===== src/rtl/id_pkg.sv =====
// Shared definitions for the instruction-decode stage: opcodes, ALU
// operation encodings, instruction field positions and the control bundle.
package id_pkg;

  // Instruction field bit positions
  localparam int OPC_HI = 31;
  localparam int OPC_LO = 28;
  localparam int RD_HI  = 27;
  localparam int RD_LO  = 24;
  localparam int RS1_HI = 23;
  localparam int RS1_LO = 20;
  localparam int RS2_HI = 19;
  localparam int RS2_LO = 16;
  localparam int IMM_HI = 15;
  localparam int IMM_LO = 0;

  typedef enum logic [3:0] {
    OP_NOP   = 4'h0,
    OP_RTYPE = 4'h1,
    OP_ADDI  = 4'h2,
    OP_LW    = 4'h3,
    OP_SW    = 4'h4,
    OP_BEQ   = 4'h5
  } opcode_e;

  typedef enum logic [1:0] {
    ALU_ADD = 2'b00,
    ALU_SUB = 2'b01,
    ALU_RT  = 2'b10
  } alu_op_e;

  // Control fields carried into ID/EX; all-zero is a bubble
  typedef struct packed {
    alu_op_e alu_op;
    logic    alu_src;
    logic    mr;
    logic    mw;
    logic    mreg;
    logic    en_rw;
  } ctrl_t;

endpackage


===== src/rtl/id_issue_stage_if.sv =====
// Bus between the IF/ID side (plus hazard/write-back inputs) and the
// decode stage outputs feeding the ID/EX register.
interface id_issue_stage_if #(
  parameter int DW    = 32,
  parameter int AW    = 4,
  parameter int CNT_W = 32
);
  logic [31:0]    pc_in;
  logic [31:0]    instr;
  logic           if_valid;
  logic           ex_mr;
  logic [AW-1:0]  ex_wn;
  logic           flush;
  logic           wb_en;
  logic [AW-1:0]  wb_wn;
  logic [DW-1:0]  wb_data;

  logic [31:0]    pc_out;
  logic [DW-1:0]  RD1;
  logic [DW-1:0]  RD2;
  logic [DW-1:0]  Imm;
  logic [AW-1:0]  RN1;
  logic [AW-1:0]  RN2;
  logic [AW-1:0]  WN;
  logic [1:0]     ALUOp;
  logic           ALUSrc;
  logic           MR;
  logic           MW;
  logic           MReg;
  logic           EnRW;
  logic           stall;
  logic           illegal_seen;
  logic [CNT_W-1:0] stall_count;

  // Driver of instructions / pipeline context
  modport master (
    output pc_in, instr, if_valid, ex_mr, ex_wn, flush, wb_en, wb_wn, wb_data,
    input  pc_out, RD1, RD2, Imm, RN1, RN2, WN, ALUOp, ALUSrc, MR, MW, MReg,
           EnRW, stall, illegal_seen, stall_count
  );

  // Decode stage
  modport slave (
    input  pc_in, instr, if_valid, ex_mr, ex_wn, flush, wb_en, wb_wn, wb_data,
    output pc_out, RD1, RD2, Imm, RN1, RN2, WN, ALUOp, ALUSrc, MR, MW, MReg,
           EnRW, stall, illegal_seen, stall_count
  );
endinterface


===== src/rtl/regfile_2r1w.sv =====
// Two-read, one-write register file; r0 is hardwired to zero and reads
// see a same-cycle write-back (write-through bypass).
module regfile_2r1w #(
  parameter int DW   = 32,
  parameter int NREG = 16,
  parameter int AW   = $clog2(NREG)
) (
  input  logic          clk,
  input  logic          reset,
  input  logic          we_i,
  input  logic [AW-1:0] wa_i,
  input  logic [DW-1:0] wd_i,
  input  logic [AW-1:0] ra1_i,
  input  logic [AW-1:0] ra2_i,
  output logic [DW-1:0] rd1_o,
  output logic [DW-1:0] rd2_o
);

  logic [DW-1:0] mem_q [NREG];

  // Storage update: clear everything on reset, otherwise accept non-r0 writes
  always_ff @(posedge clk) begin
    // NOTE: the whole array is reset because architectural register state
    // must be zero after reset; this forces flops rather than a RAM macro.
    if (reset) begin
      mem_q <= '{default: '0};
    end else if (we_i && (wa_i != '0)) begin
      mem_q[wa_i] <= wd_i;
    end
  end

  // Combinational reads with r0 forced to zero and write-back bypass
  always_comb begin
    rd1_o = mem_q[ra1_i];
    rd2_o = mem_q[ra2_i];
    if (we_i && (wa_i == ra1_i)) rd1_o = wd_i;
    if (we_i && (wa_i == ra2_i)) rd2_o = wd_i;
    if (ra1_i == '0) rd1_o = '0;
    if (ra2_i == '0) rd2_o = '0;
  end

endmodule


===== src/rtl/id_issue_stage.sv =====
// Instruction-decode stage: decodes IF/ID, reads operands, detects
// load-use hazards, inserts bubbles and tracks illegal/stall status.
module id_issue_stage
  import id_pkg::*;
#(
  parameter int DW    = 32,
  parameter int NREG  = 16,
  parameter int CNT_W = 32
) (
  input logic         clk,
  input logic         reset,
  id_issue_stage_if.slave bus
);

  localparam int AW = $clog2(NREG);

  logic [3:0]    opcode;
  logic [AW-1:0] rd, rs1, rs2;
  ctrl_t         dec_ctrl;
  logic [AW-1:0] wn_dec;
  logic          use_rs1, use_rs2, illegal;
  logic          load_use, stall, bubble;

  logic             illegal_seen_q;
  logic [CNT_W-1:0] stall_count_q;

  assign opcode = bus.instr[OPC_HI:OPC_LO];
  assign rd     = bus.instr[RD_HI:RD_LO];
  assign rs1    = bus.instr[RS1_HI:RS1_LO];
  assign rs2    = bus.instr[RS2_HI:RS2_LO];

  // Opcode decode into control bundle, destination and source-use flags
  always_comb begin
    // NOTE: every output gets a default first so no path leaves it unassigned
    // and no latch is inferred.
    dec_ctrl = '0;
    wn_dec   = '0;
    use_rs1  = 1'b0;
    use_rs2  = 1'b0;
    illegal  = 1'b0;
    case (opcode)
      OP_NOP: ;
      OP_RTYPE: begin
        dec_ctrl.alu_op = ALU_RT;
        dec_ctrl.en_rw  = 1'b1;
        wn_dec  = rd;
        use_rs1 = 1'b1;
        use_rs2 = 1'b1;
      end
      OP_ADDI: begin
        dec_ctrl.alu_src = 1'b1;
        dec_ctrl.en_rw   = 1'b1;
        wn_dec  = rd;
        use_rs1 = 1'b1;
      end
      OP_LW: begin
        dec_ctrl.alu_src = 1'b1;
        dec_ctrl.mr      = 1'b1;
        dec_ctrl.mreg    = 1'b1;
        dec_ctrl.en_rw   = 1'b1;
        wn_dec  = rd;
        use_rs1 = 1'b1;
      end
      OP_SW: begin
        dec_ctrl.alu_src = 1'b1;
        dec_ctrl.mw      = 1'b1;
        use_rs1 = 1'b1;
        use_rs2 = 1'b1;
      end
      OP_BEQ: begin
        dec_ctrl.alu_op = ALU_SUB;
        use_rs1 = 1'b1;
        use_rs2 = 1'b1;
      end
      default: illegal = 1'b1;
    endcase
  end

  // A load in EX whose destination feeds this instruction must hold one cycle;
  // a taken-branch flush discards the instruction so it never stalls.
  assign load_use = bus.if_valid && bus.ex_mr && (bus.ex_wn != '0) &&
                    ((use_rs1 && (bus.ex_wn == rs1)) ||
                     (use_rs2 && (bus.ex_wn == rs2)));
  assign stall  = load_use && !bus.flush && !reset;
  assign bubble = reset || !bus.if_valid || bus.flush || stall;

  regfile_2r1w #(.DW(DW), .NREG(NREG), .AW(AW)) u_rf (
    .clk   (clk),
    .reset (reset),
    .we_i  (bus.wb_en),
    .wa_i  (bus.wb_wn),
    .wd_i  (bus.wb_data),
    .ra1_i (rs1),
    .ra2_i (rs2),
    .rd1_o (bus.RD1),
    .rd2_o (bus.RD2)
  );

  // Status: sticky illegal flag and saturating stall counter
  always_ff @(posedge clk) begin
    // NOTE: state registers use non-blocking assignments so every flop samples
    // pre-edge values regardless of statement order.
    if (reset) begin
      illegal_seen_q <= 1'b0;
      stall_count_q  <= '0;
    end else begin
      if (bus.if_valid && !bus.flush && !stall && illegal)
        illegal_seen_q <= 1'b1;
      if (stall && (stall_count_q != {CNT_W{1'b1}}))
        stall_count_q <= stall_count_q + CNT_W'(1);
    end
  end

  assign bus.pc_out       = bus.pc_in;
  assign bus.Imm          = {{(DW-16){bus.instr[IMM_HI]}}, bus.instr[IMM_HI:IMM_LO]};
  assign bus.RN1          = rs1;
  assign bus.RN2          = rs2;
  assign bus.WN           = wn_dec;
  assign bus.ALUOp        = bubble ? ALU_ADD : dec_ctrl.alu_op;
  assign bus.ALUSrc       = !bubble && dec_ctrl.alu_src;
  assign bus.MR           = !bubble && dec_ctrl.mr;
  assign bus.MW           = !bubble && dec_ctrl.mw;
  assign bus.MReg         = !bubble && dec_ctrl.mreg;
  assign bus.EnRW         = !bubble && dec_ctrl.en_rw;
  assign bus.stall        = stall;
  assign bus.illegal_seen = illegal_seen_q;
  assign bus.stall_count  = stall_count_q;

endmodule

===== src/flat_wrapper.sv =====
// flat-port wrapper written by rule: the top's interface ports become plain ports
module id_issue_stage_flat import id_pkg::*;
#(
  parameter int DW    = 32,
  parameter int NREG  = 16,
  parameter int CNT_W = 32
)
  (clk, reset, bus_pc_in, bus_instr, bus_if_valid, bus_ex_mr, bus_ex_wn, bus_flush, bus_wb_en, bus_wb_wn, bus_wb_data, bus_pc_out, bus_RD1, bus_RD2, bus_Imm, bus_RN1, bus_RN2, bus_WN, bus_ALUOp, bus_ALUSrc, bus_MR, bus_MW, bus_MReg, bus_EnRW, bus_stall, bus_illegal_seen, bus_stall_count);
  id_issue_stage_if #(.DW(DW), .CNT_W(CNT_W)) bus_i ();
  input logic clk;
  input logic reset;
  input wire logic [$bits(bus_i.pc_in)-1:0] bus_pc_in;
  input wire logic [$bits(bus_i.instr)-1:0] bus_instr;
  input wire logic [$bits(bus_i.if_valid)-1:0] bus_if_valid;
  input wire logic [$bits(bus_i.ex_mr)-1:0] bus_ex_mr;
  input wire logic [$bits(bus_i.ex_wn)-1:0] bus_ex_wn;
  input wire logic [$bits(bus_i.flush)-1:0] bus_flush;
  input wire logic [$bits(bus_i.wb_en)-1:0] bus_wb_en;
  input wire logic [$bits(bus_i.wb_wn)-1:0] bus_wb_wn;
  input wire logic [$bits(bus_i.wb_data)-1:0] bus_wb_data;
  output wire logic [$bits(bus_i.pc_out)-1:0] bus_pc_out;
  output wire logic [$bits(bus_i.RD1)-1:0] bus_RD1;
  output wire logic [$bits(bus_i.RD2)-1:0] bus_RD2;
  output wire logic [$bits(bus_i.Imm)-1:0] bus_Imm;
  output wire logic [$bits(bus_i.RN1)-1:0] bus_RN1;
  output wire logic [$bits(bus_i.RN2)-1:0] bus_RN2;
  output wire logic [$bits(bus_i.WN)-1:0] bus_WN;
  output wire logic [$bits(bus_i.ALUOp)-1:0] bus_ALUOp;
  output wire logic [$bits(bus_i.ALUSrc)-1:0] bus_ALUSrc;
  output wire logic [$bits(bus_i.MR)-1:0] bus_MR;
  output wire logic [$bits(bus_i.MW)-1:0] bus_MW;
  output wire logic [$bits(bus_i.MReg)-1:0] bus_MReg;
  output wire logic [$bits(bus_i.EnRW)-1:0] bus_EnRW;
  output wire logic [$bits(bus_i.stall)-1:0] bus_stall;
  output wire logic [$bits(bus_i.illegal_seen)-1:0] bus_illegal_seen;
  output wire logic [$bits(bus_i.stall_count)-1:0] bus_stall_count;
  assign bus_i.pc_in = bus_pc_in;
  assign bus_i.instr = bus_instr;
  assign bus_i.if_valid = bus_if_valid;
  assign bus_i.ex_mr = bus_ex_mr;
  assign bus_i.ex_wn = bus_ex_wn;
  assign bus_i.flush = bus_flush;
  assign bus_i.wb_en = bus_wb_en;
  assign bus_i.wb_wn = bus_wb_wn;
  assign bus_i.wb_data = bus_wb_data;
  assign bus_pc_out = bus_i.pc_out;
  assign bus_RD1 = bus_i.RD1;
  assign bus_RD2 = bus_i.RD2;
  assign bus_Imm = bus_i.Imm;
  assign bus_RN1 = bus_i.RN1;
  assign bus_RN2 = bus_i.RN2;
  assign bus_WN = bus_i.WN;
  assign bus_ALUOp = bus_i.ALUOp;
  assign bus_ALUSrc = bus_i.ALUSrc;
  assign bus_MR = bus_i.MR;
  assign bus_MW = bus_i.MW;
  assign bus_MReg = bus_i.MReg;
  assign bus_EnRW = bus_i.EnRW;
  assign bus_stall = bus_i.stall;
  assign bus_illegal_seen = bus_i.illegal_seen;
  assign bus_stall_count = bus_i.stall_count;
  id_issue_stage #(.DW(DW), .NREG(NREG), .CNT_W(CNT_W)) u_core (.clk(clk), .reset(reset), .bus(bus_i));
endmodule

===== config.mk =====
export PLATFORM = sky130hd
export DESIGN_NAME = id_issue_stage_flat
export DESIGN_NICKNAME = d
export VERILOG_FILES = /design/src/rtl/id_pkg.sv /design/src/rtl/id_issue_stage_if.sv /design/src/rtl/regfile_2r1w.sv /design/src/rtl/id_issue_stage.sv /design/src/flat_wrapper.sv
export SDC_FILE = /design/constraint.sdc
export NUM_CORES = 2
export LEC_CHECK = 0
export CAP_MARGIN = 20
export CORE_MARGIN = 5
export CORE_UTILIZATION = 35
export CTS_BUF_LIST = sky130_fd_sc_hd__clkbuf_2
export DETAILED_ROUTE_END_ITERATION = 8
export PLACE_DENSITY_LB_ADDON = 0.08
export SKIP_CTS_REPAIR_TIMING = 1
export SYNTH_ARGS = -nofsm -noshare
export SYNTH_HDL_FRONTEND = slang
export SYNTH_SLANG_ARGS = --single-unit

===== constraint.sdc =====
create_clock -name clk -period 3.7 [get_ports clk]
set_input_delay 0.555 -clock clk [delete_from_list [all_inputs] [get_ports clk]]
set_output_delay 0.555 -clock clk [all_outputs]
set_load 0.01 [all_outputs]

==> impl_metrics.ini <==
[critical_path]
regToRegEndpoint = u_core.bus.stall_count[22]
r2r-start = u_core.bus.stall_count[0]
worst_path_most_repeated_cell = mux4_2
cp_slowest_cell = mux4_2
critical_path.max_stage_delay_ns = 0.55
cp.arrival_ns = 3.00
required_ns = 3.14
rr_worst_depth = 7
cp_max_fo = 3
critPathLaunchType = flip-flop
end_kind = primary output
critPathKind = reg -> out
reg2reg_setup_slack_ns = 0.98
crit_chain = mux4_2, mux4_2, inv_1, o21ai_0, clkbuf_2

[sta]
finalClockSkew_ns = 0.0381
fmax_mhz = 281
fin_crit_ns = 3.56
worst_slew_pin_slew_ns = 1.12
slew_viol_final = 0
slew_headroom_pct = 25.4
fin_crit_sh_pct = 96.2
setup-tns-final_ns = 0
rsz0062_at_grt = true
setup_ws_ns = 0.141
setup_viol = 0
hold_viol = 0

[place]
place_area_mm2 = 0.0317
portBuffers = 178
place_ws_ns = -0.00518
dp_hpwl_um = 64900
gp_congestion = 0.802

[cts]
numCtsBuffers = 155
tritoncts = yes
clockBufferDepth = 3
htree_levels = 4
path_clk_slew_ns = 0.09
cts-root-buf = clkbuf_2
clock-sinks = 545
clk_latency_ns = 1.26

[synth]
synth-edff-count = 0
synth.avg_cell_area_um2 = 8.96
synthesis.area_mm2 = 0.0285
seq_area_frac_synth_pct = 38.3
synth.area.top_cells = dfxtp_1 38%, mux4_2 25%, nand2_1 14%, a21oi_1 8.9%, clkbuf_1 3.6%
yosys.area.top_type = dfxtp_1
synth.distinct_cells = 45
ys_warn_count = 0
synth_seq_cells = 545
synth-async-reset-ratio_pct = 0
synthFlopType = dfxtp_1
synth_nets = 3295
synthCells = 3184
synth_top_area_share_pct = 38.3

[cells_and_area]
fin_util_pct = 41.1
final_area_mm2 = 0.0331
regArea_mm2 = 0.0109
syn2layout_area_growth_pct = 16.2
final_common_cell = nand2_1
drive_above_1_share_pct = 24.2
fin_nets = 3393
fill_cells = 7972
multi_input_area_mm2 = 0.0157
final_cell_mix = 1,039 x nand2_1, 525 x dfxtp_1, 509 x a21oi_1

[power_and_ir_drop]
p_leak_nw = 11.5
total_power_w = 0.0118
powerDensity_mw_per_mm2 = 355
ir_drop_uv = 157

[grt]
grt_util_all_layers_pct = 25.4
overflow = 0
grt_pass1_vias = 25100
antenna_found_initial = 3
grt_pass1_wl_um = 165000
grt_max_degree = 229

[route]
initialDrtViolationCount = 2603
drt_pass1_iterations = 6
drc_errors = 0
avgRoutedWirePerCell_um = 25.3
viasPerCell = 5.67
wl_um = 112000
via_count = 25200
antenna_left = 0

[flow_run]
cap_violations = 0

[die]
die_x_um = 295
io_pins = 291
coreArea_mm2 = 0.0807
start_util_pct = 35.4
dieArea_mm2 = 0.0873
rows = 104
die_y_um = 295

[min_path]
hold_end = u_core.bus.illegal_seen
hold_class = in -> reg
holdCritStartpoint = bus_instr[31]
min_path_cells = 3

[status]
outcome = completed
## where the power goes
group          total, W  internal, W  switching (W)
logic           0.00128     0.000498       0.000786
clock network   0.00451      0.00183        0.00268
registers       0.00598      0.00593      0.0000484
## stage by stage
stage	hold WS, ns	instances
after floorplan	0.443	3184
after global placement	0.448	4170
after detailed placement	0.458	4170
after CTS	-0.584	4427
after global routing	-0.0146	4445
final	0.0858	4446
## kinds of logic (layout without fill, tap and decap cells)
| family | count (synthesis) | after routing | share of synthesized area (%) |
|---|---|---|---|
| adder cells (fa/ha/maj) | 1 | 1 | 0.0439 |
| AO/OA/AOI/OAI | 608 | 608 | 11.0 |
| XOR/XNOR | 15 | 15 | 0.461 |
| flip-flops | 545 | 545 | 38.3 |
| buffers and inverters | 462 | 660 | 7.20 |
| AND/OR/NAND/NOR | 1228 | 1228 | 17.6 |
| other | 0 | 4 | 0 |
| multiplexers | 325 | 325 | 25.5 |
## worst max-delay path, delay by kind of cell (launching register included)
family	cells	cell delay, ns
DFF	1	0.33
muxes	2	1.03
buffers and inverters	2	0.28
AOI/OAI and AO/OA	1	0.08
## layer usage
metal / up-vias / share of wire, % / routed length [µm] / global-route usage [%]
met2: 1159 / 47 / 52300 / 40.5
met3: 222 / 8.4 / 9430 / 5.67
met5: - / 0 / 0 / 0
li1: 11300 / - / - / -
met1: 12600 / 42 / 47000 / 34.3
met4: 0 / 3.2 / 3580 / 8.82
## worst max path at each step
| stage | startpoint | to | slack (ns) | cells after the start |
|---|---|---|---|---|
| after CTS | u_core.u_rf.mem_q[155] | bus_RD1[27] | -0.43 | 5 |
| after global routing | u_core.u_rf.mem_q[155] | bus_RD2[27] | -0.1 | 5 |
| after floorplan | bus_instr[21] | bus_RD1[0] | 0.48 | 8 |
| after global placement | bus_wb_wn[2] | bus_RD2[0] | 0.03 | 7 |
| final | u_core.u_rf.mem_q[155] | bus_RD2[27] | 0.14 | 5 |
| after detailed placement | bus_wb_wn[3] | bus_RD2[9] | -0.005 | 7 |
## sequential cells by signal, summed over array words and instances, names as in the netlist
signal                   count
u_core.bus.stall_count      32
u_core.bus.illegal_seen      1
u_core.u_rf.mem_q          512
## synth_stat cells, drive strengths merged (5+ instances only)
cell type	instances
dfxtp	545
nor2	27
xnor2	5
nand4	13
buf	123
o31ai	21
mux4	320
or4	22
and4	5
nor2b	39
nand2	1050
o21ai	69
inv	69
a21oi	509
nor3	9
nand3	21
and3	9
clkbuf	270
xor2	10
nor4	8
## final cells by class
| cell class | instances | area share, % |
|---|---|---|
| diodes | 4 | 0.0302 |
| multi-input cells | 2177 | 47.5 |
| flip-flops and latches | 545 | 33.0 |
| repair buffers | 334 | 10.6 |
| clock buffers | 230 | 3.47 |
| inverters | 69 | 0.804 |
| clock inverters | 27 | 0.551 |
| well taps | 1060 | 4.00 |
(Power assumes the default switching activity.)
